## config.mk

```make
export PLATFORM = sky130hd
export DESIGN_NAME = mem_wb_elastic
export DESIGN_NICKNAME = d
export VERILOG_FILES = /design/src/rtl/mem_wb_elastic.sv
export SDC_FILE = /design/constraint.sdc
export NUM_CORES = 1
export LEC_CHECK = 0
export ABC_AREA = 1
export CAP_MARGIN = 25
export CORE_UTILIZATION = 35
export CTS_CLUSTER_SIZE = 12
export DETAILED_ROUTE_END_ITERATION = 8
export PLACE_DENSITY = 0.58
export SLEW_MARGIN = 20
export SYNTH_ARGS = -nofsm -noshare
export SYNTH_HDL_FRONTEND = slang
export SYNTH_SLANG_ARGS = --single-unit
```

## constraint.sdc

```tcl
create_clock -name clk -period 1.6 [get_ports clk]
set_input_delay 0.16 -clock clk [delete_from_list [all_inputs] [get_ports clk]]
set_output_delay 0.16 -clock clk [all_outputs]
set_load 0.01 [all_outputs]
```

## src/rtl/mem_wb_elastic.sv

```systemverilog
// MEM/WB elastic pipeline register: valid/ready handshake with a two-entry
// skid buffer, synchronous flush and a wrapping retired-record counter.
module mem_wb_elastic #(
    parameter int unsigned DATA_W  = 32,
    parameter int unsigned RADDR_W = 5,
    parameter bit          HILO_EN = 1'b1,
    parameter int unsigned CNT_W   = 32
) (
    input  logic               clk,
    input  logic               rst,
    input  logic               flush,
    input  logic               in_valid,
    output logic               in_ready,
    input  logic [RADDR_W-1:0] mem_wd,
    input  logic               mem_wreg,
    input  logic [DATA_W-1:0]  mem_wdata,
    input  logic [DATA_W-1:0]  mem_hi,
    input  logic [DATA_W-1:0]  mem_lo,
    input  logic               mem_whilo,
    output logic               out_valid,
    input  logic               out_ready,
    output logic [RADDR_W-1:0] wb_wd,
    output logic               wb_wreg,
    output logic [DATA_W-1:0]  wb_wdata,
    output logic [DATA_W-1:0]  wb_hi,
    output logic [DATA_W-1:0]  wb_lo,
    output logic               wb_whilo,
    output logic [CNT_W-1:0]   retire_cnt
);

    typedef struct packed {
        logic [RADDR_W-1:0] wd;
        logic               wreg;
        logic [DATA_W-1:0]  wdata;
        logic [DATA_W-1:0]  hi;
        logic [DATA_W-1:0]  lo;
        logic               whilo;
    } rec_t;

    rec_t             in_rec;
    rec_t             main_q, main_d;
    rec_t             skid_q, skid_d;
    logic             main_valid_q, main_valid_d;
    logic             skid_valid_q, skid_valid_d;
    logic             in_ready_q, in_ready_d;
    logic [CNT_W-1:0] cnt_q, cnt_d;
    logic             accept;
    logic             consume;

    // Pack the incoming record; HI/LO fields are tied off when the channel is absent.
    always_comb begin
        in_rec.wd    = mem_wd;
        in_rec.wreg  = mem_wreg;
        in_rec.wdata = mem_wdata;
        in_rec.hi    = HILO_EN ? mem_hi : '0;
        in_rec.lo    = HILO_EN ? mem_lo : '0;
        in_rec.whilo = HILO_EN ? mem_whilo : 1'b0;
    end

    assign accept  = in_valid & in_ready_q & ~flush;
    assign consume = main_valid_q & out_ready;

    // Next-state for both slots, ready and counter.
    always_comb begin
        main_d       = main_q;
        main_valid_d = main_valid_q;
        skid_d       = skid_q;
        skid_valid_d = skid_valid_q;
        cnt_d        = cnt_q;

        // A consume in a flush cycle still retires.
        if (consume) begin
            cnt_d = cnt_q + CNT_W'(1);
        end

        if (flush) begin
            main_valid_d = 1'b0;
            skid_valid_d = 1'b0;
            main_d.wreg  = 1'b0;
            main_d.whilo = 1'b0;
            skid_d.wreg  = 1'b0;
            skid_d.whilo = 1'b0;
        end else if (consume) begin
            if (skid_valid_q) begin
                // Promote skid; a same-cycle accept lands behind it in skid.
                main_d       = skid_q;
                main_valid_d = 1'b1;
                skid_valid_d = accept;
                if (accept) begin
                    skid_d = in_rec;
                end
            end else begin
                main_valid_d = accept;
                if (accept) begin
                    main_d = in_rec;
                end
            end
        end else if (accept) begin
            if (main_valid_q) begin
                skid_d       = in_rec;
                skid_valid_d = 1'b1;
            end else begin
                main_d       = in_rec;
                main_valid_d = 1'b1;
            end
        end

        // Ready is a register derived from skid occupancy, never from out_ready.
        in_ready_d = ~skid_valid_d;
    end

    // State registers with asynchronous active-low reset.
    always_ff @(posedge clk or negedge rst) begin
        if (!rst) begin
            main_q       <= '0;
            skid_q       <= '0;
            main_valid_q <= 1'b0;
            skid_valid_q <= 1'b0;
            in_ready_q   <= 1'b1;
            cnt_q        <= '0;
        end else begin
            main_q       <= main_d;
            skid_q       <= skid_d;
            main_valid_q <= main_valid_d;
            skid_valid_q <= skid_valid_d;
            in_ready_q   <= in_ready_d;
            cnt_q        <= cnt_d;
        end
    end

    // Outputs come straight from the main slot; write enables are gated by valid.
    always_comb begin
        in_ready   = in_ready_q;
        out_valid  = main_valid_q;
        wb_wd      = main_q.wd;
        wb_wreg    = main_q.wreg & main_valid_q;
        wb_wdata   = main_q.wdata;
        wb_hi      = HILO_EN ? main_q.hi : '0;
        wb_lo      = HILO_EN ? main_q.lo : '0;
        wb_whilo   = HILO_EN ? (main_q.whilo & main_valid_q) : 1'b0;
        retire_cnt = cnt_q;
    end

endmodule

```

Word level (Yosys, flattened, before mapping)
Cells that the tools add are included.

Logic and storage cells: 61. Bits in registers: 241. Input port bits: 108. Output and inout bits: 137.

Add/sub/neg operators: 1. Bitwise gates (word level): 7. Muxes and demuxes: 22. Equal/unequal tests: 4. Reduce and logical (&&, ||, !) cells: 11.

Operators by type and width (count): $mux 103 (9); $add 32x1->32 const B (1); $mux 1 (13); $reduce_bool 3->1 (3); $reduce_and 4->1 (2); $reduce_bool 2->1 (4); $reduce_and 3->1 (2); $and 1x1->1 (5); $ne 3x2->1 const B (1); $ne 3x3->1 const B (1); $ne 2x1->1 const B (1); $ne 2x2->1 const B (1); $not 1->1 (2).

Depth between registers and ports, before layout
Word-level depth: 6. Gate-level depth with buffers: 10. Gate-level depth less buffers: 10.

Least setup slack after synthesis
No wires, ideal clock.

Path type: flip-flop to flip-flop. Start: register main_valid_q, in the netlist out_valid. End: register skid_q[10] in the netlist's numbering. Path slack: 0.091 ns. Arrival: 1.379 ns. Cell stages (with the launch flop): 10. Buffers on the path: 3. Setup time: 0.130 ns. Required time: 1.470 ns. Clock period less this slack: 1.509 ns. Path through: dfrtp_1 -> nand2_2 -> buf_4 -> nand2_2 -> nand2_1 -> nand3_2 -> buf_4 -> buf_2 -> nand2_1 -> o21ai_0.

Longest elaborated chain between the ends: 3. Elaborated cells on any way between the ends: 5. Those cells by class: eq/ne (1); mux (1); bitwise (1); reduce/logical (2).

RTL lines: start, declared (RTL line 43) `logic main_valid_q, main_valid_d;`; start signal, assigned (RTL line 124) `main_valid_q <= main_valid_d;`; $and 1x1->1 (RTL line 61) `assign consume = main_valid_q & out_ready;`; $ne 2x2->1 (no line) or $reduce_bool 2->1 (tied branches); $reduce_and 4->1 (no line); end signal, assigned (RTL line 123) `skid_q <= skid_d;`; end, declared (RTL line 42) `rec_t skid_q, skid_d;`.

Several ways; a longest one is shown, not always the timed one. A chain may end at the register's enable or synchronous reset.

Final worst setup path
Start: register in_ready_q, in the netlist in_ready. End: register skid_q[4] in the netlist's numbering.

Longest elaborated chain between the ends: 3.

RTL lines: start, declared (RTL line 45) `logic in_ready_q, in_ready_d;`; start signal, assigned (RTL line 126) `in_ready_q <= in_ready_d;`; $and 1x1->1 (2 in a row) (RTL line 60) `assign accept = in_valid & in_ready_q & ~flush;`; $reduce_and 4->1 (no line).

No other way between the ends.

==> out/results.tsv <==
stage	metric	value	unit
outcome	outcome	completed	
clocking	ctsLongestPathBuffers	3	
worst_setup_path	crit_path_max_fanout	16	
floorplan	die_y	185	um
finish	final_util	48.0	%
sta	setup_violations	0	
grt	grt_pass1_vias	9448	
worst_setup_path	cp_cell_sequence	nand2_1 > inv_2 > nand3_4 > clkbuf_16 > clkbuf_16 > nand2_1 > o21ai_0	
worst_setup_path	slowest_stage	dfstp_2	
sta	worst_pin_slew	517	ps
finish	area_delta_synth_final	33.7	%
worst_setup_path	worstPathRequired	2000	ps
worst_setup_path	critPathBufInv	3	
floorplan	initial_utilization	35.9	%
synth	synth_top_area_share	51.0	%
drt	finalWirelength	33.9	mm
drt	vias_per_cell	4.61	
finish	final_area	15700	um2
grt	grt_max_degree	65	
floorplan	die_w	185	um
clocking	htreeDepth	1	
clocking	cts_tree	done	
floorplan	ioPinCount	245	
sta	rsz0062_at_grt	true	
sta	fin_crit	1580	ps
sta	clock_skew	20.6	ps
finish	antenna_cells	0	
grt	antenna_found_initial	0	
grt	grt_pass1_wl	50.5	mm
synth	yosysSeqAreaShare	51.2	%
clocking	clock_latency	530	ps
worst_setup_path	crit_family	flip-flops	
sta	final_max_slew_viol_count	0	
finish	nNetsFinal	1808	
placement	placed_cell_area	14400	um2
power	leakage	8.72	nW
floorplan	die_area	34400	um2
synth	mappedNetlistArea	11800	um2
sta	hold_viol_final	0	
clocking	cts.sinks	241	
synth	synth_area_leader_cell	dfrtp_1	
floorplan	core_area	32800	um2
worst_setup_path	worstPathArrival	1970	ps
placement	hpwlAfterDp	20.7	mm
floorplan	std_cell_rows	66	
sta	setup_tns	0	ps
synth	ys_warn_count	0	
flow_run	timing.max_cap.violations	0	
clocking	cts_root_buf	clkbuf_16	
finish	drive_above_1_share	9.54	%
hold_path	hp-class	in2async	
drt	dr.first_iter.drc_count	524	
grt	grt_usage	18.5	%
sta	slew_headroom	65.5	%
drt	detail_route.wl_per_cell	15.7	um
worst_setup_path	worst_setup_path_end_kind	flop	
synth	syn_avg_cell_area	7.82	um2
power	powerDensity	1150	nW/um2
worst_setup_path	slowest_delay	540	ps
drt	ant_nets	0	
clocking	tritoncts.num_buffers	28	
synth	synthTopCellsByArea	dfrtp_1 51%, nand2_1 19%, buf_4 7.0%	
sta	fmaxAchievable	634	MHz
synth	syn_inst	1506	
synth	netlist-cell-type-count	26	
placement	gp_congestion	0.844	
worst_setup_path	worst_setup_path_start_kind	flop	
synth	syn_nets	1615	
drt	num_vias	9970	
sta	post-route-period-util	98.5	%
drt	drc_errors	0	
placement	portBuffers	244	
grt	grt.overflow.total	0	
worst_setup_path	path_class	reg2reg	
synth	ys_ff_latch	241	
power	ir_drop	0.866	mV
drt	dr.pass1.iters	5	
clocking	clk_pin_slew	60	ps
-- where the power goes --
part           switching, mW  total [mW]  internal [mW]
clock network           2.51        6.52           4.02
registers              0.610        7.93           7.32
logic                   1.93        3.65           1.72
-- kinds of logic (layout without fill, tap and decap cells) --
kind of cell               Yosys count  after routing  synth area share, %
AOI/OAI and AO/OA                  159            159                 6.86
xor gates and xnor gates            21             21                 1.56
adders and majority gates            1              1                0.106
buffers and inverters              323            536                 14.7
DFF                                241            241                 51.2
and+or+nand+nor                    761            761                 25.5
-- Yosys cell counts, drive strengths merged --
library cell	number
nor3	6
clkbuf	19
ha	1
clkinv	1
o21ai	107
xor2	13
dfstp	1
inv	147
nand4	11
dfrtp	240
nand3	75
xnor2	8
nor2	78
a31oi	2
buf	156
nand2	589
a31o	1
a21oi	49
nand3b	2
-- cells in the final DEF (no fill, tap or decap), types with 3 or more instances in the layout --
master / netlist / routed
a21oi_1: 49 / 48
clkinv_2: 1 / 4
buf_16: 0 / 6
buf_4: 110 / 58
nand4_1: 11 / 11
nor2_1: 77 / 72
clkbuf_16: 0 / 40
nand3_1: 74 / 73
o21ai_0: 107 / 102
nor2_2: 1 / 6
inv_1: 146 / 145
nor3_1: 6 / 6
o21ai_1: 0 / 5
clkdlybuf4s50_1: 0 / 106
dfrtp_1: 240 / 234
bufinv_16: 0 / 3
clkbuf_1: 19 / 8
clkbuf_8: 0 / 5
xor2_1: 13 / 13
dlygate4sd2_1: 0 / 117
buf_12: 0 / 17
dlymetal6s2s_1: 0 / 18
nand2_1: 587 / 584
xnor2_1: 8 / 8
dfrtp_2: 0 / 6
nand2_2: 2 / 3
-- flip-flops by register name (all words and copies together), names as in the netlist, 2 cells and up --
| register | count |
|---|---|
| main_q | 2 |
| retire_cnt | 32 |
| wb_wd | 5 |
| wb_hi | 32 |
| skid_q | 103 |
| wb_lo | 32 |
| wb_wdata | 32 |
-- area by class of cell --
type                    count  area, um2
inverters                 148        571
clock inverters             8        118
repair buffers            338       3570
multi-input cells         942       4060
flip-flops and latches    241       6040
clock buffers              42        825
well taps                 442        553
fillers                  3249      17000
-- metal layers --
metal / global-route usage [%] / vias to the layer above / routed length (um)
li1: - / 4928 / -
met1: 24.5 / 4739 / 15200
met2: 30.4 / 254 / 15800
met3: 4.42 / 49 / 2180
met4: 4.40 / 0 / 656
met5: 0 / - / 0
-- final timing paths --
check	startpoint	slack, ps	cells past startpoint	end
hold reg to reg	wb_wdata[18]	470	2	wb_wdata[18]
setup reg to reg	in_ready	20	7	skid_q[4]
setup / recovery	in_ready	20	7	skid_q[4]
max in group asynchronous	rst	780	3	retire_cnt[8]
min in group clk	mem_hi[1]	210	3	skid_q[34]
hold / removal	rst	180	2	wb_wdata[1]
-- metrics by stage --
| stage | hold WS [ps] | total power [mW] | worst slack (ps) | std cells |
|---|---|---|---|---|
| finish | 175 | 18.1 | 23.6 | 2161 |
| global route | 193 | 19.1 | -46.0 | 2161 |
| CTS | 171 | 18.2 | 0.577 | 2145 |
| detailed placement | 145 | 11.9 | -297 | 2080 |
| global placement | 154 | 11.8 | -250 | 2080 |
| floorplan | -136 | 10.3 | 90.8 | 1506 |
-- timing repair --
action / 4_1_cts / 5_1_grt
cloned: 1 / 12
resized for setup: 132 / 42
pin swaps: 0 / 3
endpoints found under the setup margin: 195 / 167
hold buffers: 1 / 0
hold endpoints to repair: 166 / 0
setup buffers: 13 / 4
No activity file was read; power rests on OpenSTA's default activity.
